--- src/rtl/grayscale_pkg.sv ---
// ----------------------------------------------------------------------------
// grayscale_pkg
// Shared constants and types for the RGB-to-luma window converter.
//   - channel width, luma weights (sum to 256), rounding constant and shift
//   - product / sum widths used by the per-pixel datapath
//   - rgb_t: one 24-bit pixel, packed as {r, g, b}
// ----------------------------------------------------------------------------
package grayscale_pkg;

    localparam int PIX_W   = 8;
    localparam int NUM_PIX = 9;

    localparam int W_R   = 77;
    localparam int W_G   = 150;
    localparam int W_B   = 29;
    localparam int ROUND = 128;
    localparam int SHIFT = 8;

    // 255 * weight fits in these widths without loss.
    localparam int PROD_R_W = 15;
    localparam int PROD_G_W = 16;
    localparam int PROD_B_W = 13;
    localparam int SUM_W    = 17;

    typedef struct packed {
        logic [PIX_W-1:0] r;
        logic [PIX_W-1:0] g;
        logic [PIX_W-1:0] b;
    } rgb_t;

    // Adds the half-up rounding term and drops the fractional byte.
    // Largest possible sum is 65408, so the truncation never loses a set bit.
    function automatic logic [PIX_W-1:0] round_shift(input logic [SUM_W-1:0] sum);
        logic [SUM_W-1:0] rounded;
        rounded = sum + SUM_W'(ROUND);
        return PIX_W'(rounded >> SHIFT);
    endfunction

endpackage

--- src/rtl/gray_pixel_unit.sv ---
// ----------------------------------------------------------------------------
// gray_pixel_unit
// One pixel's two-stage luma path.
//   stage 1: registers the three weighted channel products
//   stage 2: registers the rounded, shifted sum
// Each stage's data registers load only when its enable (the valid bit that
// accompanies the data into that stage) is high; otherwise they hold.
// Ports:
//   clk      in   rising-edge clock
//   rst_n    in   asynchronous active-low reset
//   i_en_s1  in   load enable for stage-1 products (incoming valid)
//   i_en_s2  in   load enable for stage-2 result (stage-1 valid)
//   i_pix    in   rgb_t pixel
//   o_gray   out  8-bit luma
// ----------------------------------------------------------------------------
module gray_pixel_unit
    import grayscale_pkg::*;
(
    input  logic             clk,
    input  logic             rst_n,
    input  logic             i_en_s1,
    input  logic             i_en_s2,
    input  rgb_t             i_pix,
    output logic [PIX_W-1:0] o_gray
);

    logic [PROD_R_W-1:0] w_prod_r;
    logic [PROD_G_W-1:0] w_prod_g;
    logic [PROD_B_W-1:0] w_prod_b;
    logic [SUM_W-1:0]    w_sum;

    logic [PROD_R_W-1:0] r_prod_r;
    logic [PROD_G_W-1:0] r_prod_g;
    logic [PROD_B_W-1:0] r_prod_b;
    logic [PIX_W-1:0]    r_gray;

    assign w_prod_r = PROD_R_W'(i_pix.r) * PROD_R_W'(W_R);
    assign w_prod_g = PROD_G_W'(i_pix.g) * PROD_G_W'(W_G);
    assign w_prod_b = PROD_B_W'(i_pix.b) * PROD_B_W'(W_B);

    assign w_sum = SUM_W'(r_prod_r) + SUM_W'(r_prod_g) + SUM_W'(r_prod_b);

    always_ff @(posedge clk or negedge rst_n) begin
        if (!rst_n) begin
            r_prod_r <= '0;
            r_prod_g <= '0;
            r_prod_b <= '0;
        end else if (i_en_s1) begin
            r_prod_r <= w_prod_r;
            r_prod_g <= w_prod_g;
            r_prod_b <= w_prod_b;
        end
    end

    always_ff @(posedge clk or negedge rst_n) begin
        if (!rst_n) begin
            r_gray <= '0;
        end else if (i_en_s2) begin
            r_gray <= round_shift(w_sum);
        end
    end

    assign o_gray = r_gray;

endmodule

--- src/rtl/grayscale_converter.sv ---
// ----------------------------------------------------------------------------
// grayscale_converter
// Converts a 3x3 window of RGB pixels (0 = top-left .. 8 = bottom-right,
// row-major) into nine 8-bit luma values, gray = (77R + 150G + 29B + 128) >> 8.
// Fully pipelined: one window per clock, 2-clock latency, no backpressure.
// Ports:
//   clk                      in   rising-edge clock
//   rst_n                    in   asynchronous active-low reset
//   in_valid                 in   window on the pixel inputs is valid
//   pixel_N_red/green/blue   in   8-bit channels of pixel N (N = 0..8)
//   out_valid                out  pixel_N_out holds a converted window
//   pixel_N_out              out  8-bit luma of pixel N (holds when invalid)
// ----------------------------------------------------------------------------
module grayscale_converter
    import grayscale_pkg::*;
(
    input  logic             clk,
    input  logic             rst_n,
    input  logic             in_valid,
    input  logic [PIX_W-1:0] pixel_0_red,
    input  logic [PIX_W-1:0] pixel_0_green,
    input  logic [PIX_W-1:0] pixel_0_blue,
    input  logic [PIX_W-1:0] pixel_1_red,
    input  logic [PIX_W-1:0] pixel_1_green,
    input  logic [PIX_W-1:0] pixel_1_blue,
    input  logic [PIX_W-1:0] pixel_2_red,
    input  logic [PIX_W-1:0] pixel_2_green,
    input  logic [PIX_W-1:0] pixel_2_blue,
    input  logic [PIX_W-1:0] pixel_3_red,
    input  logic [PIX_W-1:0] pixel_3_green,
    input  logic [PIX_W-1:0] pixel_3_blue,
    input  logic [PIX_W-1:0] pixel_4_red,
    input  logic [PIX_W-1:0] pixel_4_green,
    input  logic [PIX_W-1:0] pixel_4_blue,
    input  logic [PIX_W-1:0] pixel_5_red,
    input  logic [PIX_W-1:0] pixel_5_green,
    input  logic [PIX_W-1:0] pixel_5_blue,
    input  logic [PIX_W-1:0] pixel_6_red,
    input  logic [PIX_W-1:0] pixel_6_green,
    input  logic [PIX_W-1:0] pixel_6_blue,
    input  logic [PIX_W-1:0] pixel_7_red,
    input  logic [PIX_W-1:0] pixel_7_green,
    input  logic [PIX_W-1:0] pixel_7_blue,
    input  logic [PIX_W-1:0] pixel_8_red,
    input  logic [PIX_W-1:0] pixel_8_green,
    input  logic [PIX_W-1:0] pixel_8_blue,
    output logic             out_valid,
    output logic [PIX_W-1:0] pixel_0_out,
    output logic [PIX_W-1:0] pixel_1_out,
    output logic [PIX_W-1:0] pixel_2_out,
    output logic [PIX_W-1:0] pixel_3_out,
    output logic [PIX_W-1:0] pixel_4_out,
    output logic [PIX_W-1:0] pixel_5_out,
    output logic [PIX_W-1:0] pixel_6_out,
    output logic [PIX_W-1:0] pixel_7_out,
    output logic [PIX_W-1:0] pixel_8_out
);

    rgb_t             w_pix  [NUM_PIX];
    logic [PIX_W-1:0] w_gray [NUM_PIX];

    // r_valid[0] travels with stage-1 data, r_valid[1] with stage-2 data.
    logic [1:0] r_valid;

    assign w_pix[0] = {pixel_0_red, pixel_0_green, pixel_0_blue};
    assign w_pix[1] = {pixel_1_red, pixel_1_green, pixel_1_blue};
    assign w_pix[2] = {pixel_2_red, pixel_2_green, pixel_2_blue};
    assign w_pix[3] = {pixel_3_red, pixel_3_green, pixel_3_blue};
    assign w_pix[4] = {pixel_4_red, pixel_4_green, pixel_4_blue};
    assign w_pix[5] = {pixel_5_red, pixel_5_green, pixel_5_blue};
    assign w_pix[6] = {pixel_6_red, pixel_6_green, pixel_6_blue};
    assign w_pix[7] = {pixel_7_red, pixel_7_green, pixel_7_blue};
    assign w_pix[8] = {pixel_8_red, pixel_8_green, pixel_8_blue};

    always_ff @(posedge clk or negedge rst_n) begin
        if (!rst_n) begin
            r_valid <= 2'b00;
        end else begin
            r_valid <= {r_valid[0], in_valid};
        end
    end

    for (genvar gi = 0; gi < NUM_PIX; gi++) begin : g_pix
        gray_pixel_unit u_pix (
            .clk     (clk),
            .rst_n   (rst_n),
            .i_en_s1 (in_valid),
            .i_en_s2 (r_valid[0]),
            .i_pix   (w_pix[gi]),
            .o_gray  (w_gray[gi])
        );
    end

    assign out_valid   = r_valid[1];
    assign pixel_0_out = w_gray[0];
    assign pixel_1_out = w_gray[1];
    assign pixel_2_out = w_gray[2];
    assign pixel_3_out = w_gray[3];
    assign pixel_4_out = w_gray[4];
    assign pixel_5_out = w_gray[5];
    assign pixel_6_out = w_gray[6];
    assign pixel_7_out = w_gray[7];
    assign pixel_8_out = w_gray[8];

endmodule

--- config.mk ---
export PLATFORM = sky130hd
export DESIGN_NAME = grayscale_converter
export DESIGN_NICKNAME = d
export VERILOG_FILES = /design/src/rtl/grayscale_pkg.sv /design/src/rtl/gray_pixel_unit.sv /design/src/rtl/grayscale_converter.sv
export SDC_FILE = /design/constraint.sdc
export NUM_CORES = 2
export LEC_CHECK = 0
export CAP_MARGIN = 10
export CORE_ASPECT_RATIO = 0.9
export CORE_MARGIN = 5
export CORE_UTILIZATION = 56
export CTS_CLUSTER_SIZE = 12
export DETAILED_ROUTE_END_ITERATION = 16
export PLACE_DENSITY = 0.82
export REMOVE_ABC_BUFFERS = 1
export SKIP_LAST_GASP = 1
export SLEW_MARGIN = 25
export SYNTH_ARGS = -nofsm -noshare
export SYNTH_HDL_FRONTEND = slang
export SYNTH_SLANG_ARGS = --single-unit
--- constraint.sdc ---
create_clock -name clk -period 3 [get_ports clk]
set_input_delay 0.3 -clock clk [delete_from_list [all_inputs] [get_ports clk]]
set_output_delay 0.3 -clock clk [all_outputs]
set_load 0.02 [all_outputs]
# Word-level counts from Yosys, hierarchy flattened
# Cells that the tools add are included.
# totals
out_inout_bits,73
inputBits,219
regBits,461
elab_cells,91
# op_classes
n_mul,27
addsub,27
# op_table
operator,count
$mul A8 B7 Y15 const B,18
$add A15 B16 Y16,9
$add A16 B13 Y16,9
$add A16 B8 Y16 const B,9
$mul A8 B5 Y13 const B,9

# Depth between registers and ports, before layout
# depth
ltp_word,3
mapped_depth,14

# By module
# Synthesis repeated with hierarchy kept, for this count alone.
# unflattened
cells_unflattened,5278
hier_area_um2,51041.5
# modules_own_cells
module,area_each_um2,cells_each,seq_area_each_um2,instances
gray_pixel_unit at g_pix[0].u_pix ...,5641.7,582,1276.2,4
gray_pixel_unit at g_pix[6].u_pix ...,5689.2,589,1276.2,2
gray_pixel_unit at g_pix[8].u_pix,5809.3,611,1276.2,1
gray_pixel_unit at g_pix[5].u_pix,5619.1,580,1276.2,1
gray_pixel_unit at g_pix[1].u_pix,5617.9,579,1276.2,1
grayscale_converter,50.0,2,50.0,1

# Worst setup path before layout
# OpenSTA, ideal clock, no wires.
# synth_timing
kind,input to register
start,in pixel_4_green[4]
end,reg g_pix[4].u_pix.r_prod_g[12]
setup_ps,125
arrival_time_ps,3212
cell_stages,13
slack_ps,-336
cell_sequence,ha_1 > ha_1 > inv_1 > fa_1 > fa_1 > inv_1 > ha_1 > or3_1 > o21ai_0 > nor3_1 > nor3_1 > xnor2_1 > mux2_2
# synth_via
elab_chain_cells,1
# synth_rtl
element,line,source
from (decl),grayscale_converter.sv:33,"input logic [PIX_W-1:0] pixel_4_green,"
$mul A8 B7 Y15,gray_pixel_unit.sv:38,assign w_prod_g = PROD_G_W'(i_pix.g) * PROD_G_W'(W_G);
to (signal assigned),gray_pixel_unit.sv:50,r_prod_g <= w_prod_g;
to (decl),gray_pixel_unit.sv:33,logic [PROD_G_W-1:0] r_prod_g;
# Every way passes these cells.
# A chain may end at the register's enable or synchronous reset.

# Worst setup path in the final report
# layout_timing
start,reg g_pix[5].u_pix.r_prod_g[4]
end,reg g_pix[5].u_pix.r_gray[7]
# layout_via
elab_chain_cells,3
# layout_rtl
element,line,source
from (decl),gray_pixel_unit.sv:33,
from (signal assigned),gray_pixel_unit.sv:50,
$add A15 B16 Y16,gray_pixel_unit.sv:41,assign w_sum = SUM_W'(r_prod_r) + SUM_W'(r_prod_g) + SUM_W'(r_prod_b);
$add A16 B13 Y16,gray_pixel_unit.sv:41,
$add A16 B8 Y16,grayscale_pkg.sv:35,rounded = sum + SUM_W'(ROUND);
to (signal assigned),gray_pixel_unit.sv:59,r_gray <= round_shift(w_sum);
to (decl),gray_pixel_unit.sv:35,logic [PIX_W-1:0] r_gray;
# Every way passes these cells.

==> impl_metrics.toml <==
[run_status]
run_status = "complete, but fails checks"
violations = "setup timing"

[setup_path]
r2r_cells = 12
path_class = "reg -> reg"
reg2reg_setup_slack_ps = -310
critical_path.reg2reg.endpoint = "g_pix[5].u_pix.o_gray[7]$_DFFE_PN0P_"
critPathArrivalTime_ps = 3810
timing.critical_path.to_type = "flip-flop"
cp_max_fo = 3
data_required_time_at_the_worst_endpoint_ps = 3510
crit_path_start_kind = "flip-flop"
r2r_start = "g_pix[5].u_pix.r_prod_g[4]$_DFFE_PN0P_"

[job]
max-cap-violations = 0

[final_layout]
fin_cells = 7652
design_area_sq_um = 66900
area_delta_synth_final_pct = 31.7
post_route_cells_drive_above_1_share = 0.252
finalCoreUtilization = 0.746
final_net_count = 8120

[floorplanning]
num_io_pins = 292
die-area_sq_um = 96800
floorplan.die.height_um = 296
floorplan.initialDensity = 0.566
chipWidth_um = 327
design.core.area_sq_um = 89700
std_cell_rows = 104

[power]
ir_drop_mv = 0.807
pwr_density_cell_nw_per_um2 = 1140
power.static_leakage_nw = 35.2

[placement]
routabilityCongestion = 0.872
detailedPlacementHpwl_um = 101000
port_buffers = 291
dpl-instance-area_sq_um = 61000
numPlacedInstances = 7490

[logic_synthesis]
post_synth_instance_area_sq_um = 50800
synth_seq_area_share = 0.227
synthesis.yosys.warnings = 0
synth.cells.most_frequent = "sky130_fd_sc_hd__ha_1, sky130_fd_sc_hd__inv_1, sky130_fd_sc_hd__dfrtp_1"
netlist-cell-type-count = 68
synth_largest_area_cell = "sky130_fd_sc_hd__ha_1"
dominantRegCellSynth = "sky130_fd_sc_hd__dfrtp_1"
synth-async-reset-ratio = 1.00
number_of_enable_flip_flop_cells_after_synthesis = 0
post_syn_instances = 5327
synthDominantCellAreaShare = 0.277
ys_ff_latch = 461
ys_top_cells_by_area = "sky130_fd_sc_hd__ha_1, sky130_fd_sc_hd__dfrtp_1, sky130_fd_sc_hd__fa_1"
yosys.cell_count.top_type = "sky130_fd_sc_hd__ha_1"
post_synth.cell_area_avg_sq_um = 9.53

[global_route]
grt_overflow = 0
grt_pass1_vias = 47000
grt_antenna_before_repair = 14
first_pass_grt_wire_length_um = 228000
grt_start_max_net_pins = 160
groute.usage.overall = 0.284

[clocking]
cts_tree = "yes"
clk_transition_reported_paths_ps = 60
h-tree-depth = 2
cts_inserted_buffers = 56
insertion_delay_ps = 640
ctsLongestPathBuffers = 3
tritoncts_num_sinks = 461
clk_root_buffer_cell = "sky130_fd_sc_hd__clkbuf_16"

[timing]
report.final.hold_viol_count = 0
hold_slack_ps = 45.1
post-route-period-util = 1.10
finalSetupViolations = 62
setup_slack_ps = -307
final_max_slew_viol_count = 0
clock_skew_after_layout_ps = 28.9
worstMarginPinSlew_ps = 956
final.setup.tns_ps = -7370
maxSlewHeadroom = 0.362
max_freq_mhz = 302
grt_setup_unrepaired = "true"
fin_crit_ps = 3310

[route]
iteration_0_drc_markers = 3568
wirelength_um = 158000
antenna_violating_nets_post_route = 0
wire_per_inst_um = 20.6
via_per_inst = 5.88
drt_drc_violations_left = 0
firstDrtPassIters = 6
vias = 45000

[hold_path]
hold_start = "pixel_3_blue[1]"
timing.hold.worst.class = "in -> reg"
min_delay_worst_endpoint = "g_pix[3].u_pix.r_prod_b[1]$_DFFE_PN0P_"
holdPathStages = 3
## layout by cell type, fill, tap and decap left out, types with 138 or more instances in the layout
cell,netlist,routed
sky130_fd_sc_hd__fa_1,342,329
sky130_fd_sc_hd__buf_4,0,844
sky130_fd_sc_hd__a21oi_1,205,138
sky130_fd_sc_hd__o21ai_0,308,225
sky130_fd_sc_hd__ha_1,1125,1000
sky130_fd_sc_hd__xnor2_1,183,171
sky130_fd_sc_hd__inv_1,1055,962
sky130_fd_sc_hd__clkdlybuf4s50_1,0,155
sky130_fd_sc_hd__dfrtp_1,461,459
sky130_fd_sc_hd__nor2_1,180,173
sky130_fd_sc_hd__nand2_1,323,314
## where the power goes
group | switching, W | internal, W
Combinational | 0.0307 | 0.0279
Clock | 0.00302 | 0.00432
Sequential | 0.00139 | 0.00866
## sequential cells by signal, indices dropped and copies added (netlist names)
register and cells:
g_pix.u_pix.r_prod_b 117, g_pix.u_pix.o_gray 72, g_pix.u_pix.r_prod_r 135, r_valid 2
g_pix.u_pix.r_prod_g 135
## cell families (layout without fill, tap and decap cells)
kind of cell / count (synthesis) / in the layout / share of synthesized area
multiplexers: 131 / 131 / 0.0281
XOR/XNOR: 228 / 228 / 0.0393
AO/OA/AOI/OAI: 963 / 963 / 0.122
AND/OR/NAND/NOR: 912 / 912 / 0.0854
buffers and inverters: 1165 / 2314 / 0.0861
adder cells (fa/ha/maj): 1467 / 1467 / 0.412
other: 0 / 10 / 0
flip-flops: 461 / 461 / 0.227
## worst max-delay path: stages (launching register included)
cell	delay, ps
sky130_fd_sc_hd__dfrtp_1	330
sky130_fd_sc_hd__inv_1	80
sky130_fd_sc_hd__fa_1	590
sky130_fd_sc_hd__inv_1	90
sky130_fd_sc_hd__ha_4	280
sky130_fd_sc_hd__ha_4	200
sky130_fd_sc_hd__a21oi_2	170
sky130_fd_sc_hd__nor2b_1	110
sky130_fd_sc_hd__o21a_1	210
sky130_fd_sc_hd__or3_4	380
sky130_fd_sc_hd__a41o_4	240
sky130_fd_sc_hd__and4_1	160
sky130_fd_sc_hd__or3_1	330
## final cells by class
cell class              instances  area (sq um)
repair buffers               1158          9610
inverters                    1056          3970
clock inverters                32           427
flip-flops and latches        461         11500
diodes                         10          25.0
fillers                      5232         22800
clock buffers                  68          1500
well taps                    1166          1460
multi-input cells            3701         38300
## metrics by stage
step / total power [W] / setup slack [ps]
2_1_floorplan: 0.0377 / -875
3_3_place_gp: 0.0508 / -880
3_5_place_dp: 0.0535 / -1100
4_1_cts: 0.0663 / -169
5_1_grt: 0.0808 / -344
6_report: 0.0760 / -307
## what timing repair did
| item | in CTS | in global routing |
|---|---|---|
| resized for setup | 425 | 498 |
| pin swaps | 215 | 298 |
| endpoints found under the setup margin | 188 | 204 |
| endpoints found under the hold margin | 61 | 0 |
| buffers inserted | 22 | 34 |
| hold buffers | 1 | 0 |
## layer usage
| metal | up-vias | global-route usage | part of all wire |
|---|---|---|---|
| li1 | 20200 | - | - |
| met1 | 21800 | 0.336 | 0.37 |
| met2 | 2119 | 0.513 | 0.49 |
| met3 | 813 | 0.0451 | 0.067 |
| met4 | 2 | 0.129 | 0.068 |
| met5 | - | 0 | 0.000082 |
## how the worst max path moves through the flow
stage	startpoint	end	slack (ps)	cells past startpoint
detailed placement	pixel_4_blue[1]	g_pix[4].u_pix.r_prod_b[10]$_DFFE_PN0P_	-1100	14
CTS	g_pix[5].u_pix.r_prod_g[5]$_DFFE_PN0P_	g_pix[5].u_pix.o_gray[6]$_DFFE_PN0P_	-170	13
global placement	pixel_2_green[4]	g_pix[2].u_pix.r_prod_g[12]$_DFFE_PN0P_	-880	14
finish	g_pix[5].u_pix.r_prod_g[4]$_DFFE_PN0P_	g_pix[5].u_pix.o_gray[7]$_DFFE_PN0P_	-310	12
floorplan	r_valid[0]$_DFF_PN0_	g_pix[1].u_pix.o_gray[7]$_DFFE_PN0P_	-870	3
global route	g_pix[5].u_pix.r_prod_g[4]$_DFFE_PN0P_	g_pix[5].u_pix.o_gray[7]$_DFFE_PN0P_	-340	12
Note: power is estimated with default switching activity, not from simulation.
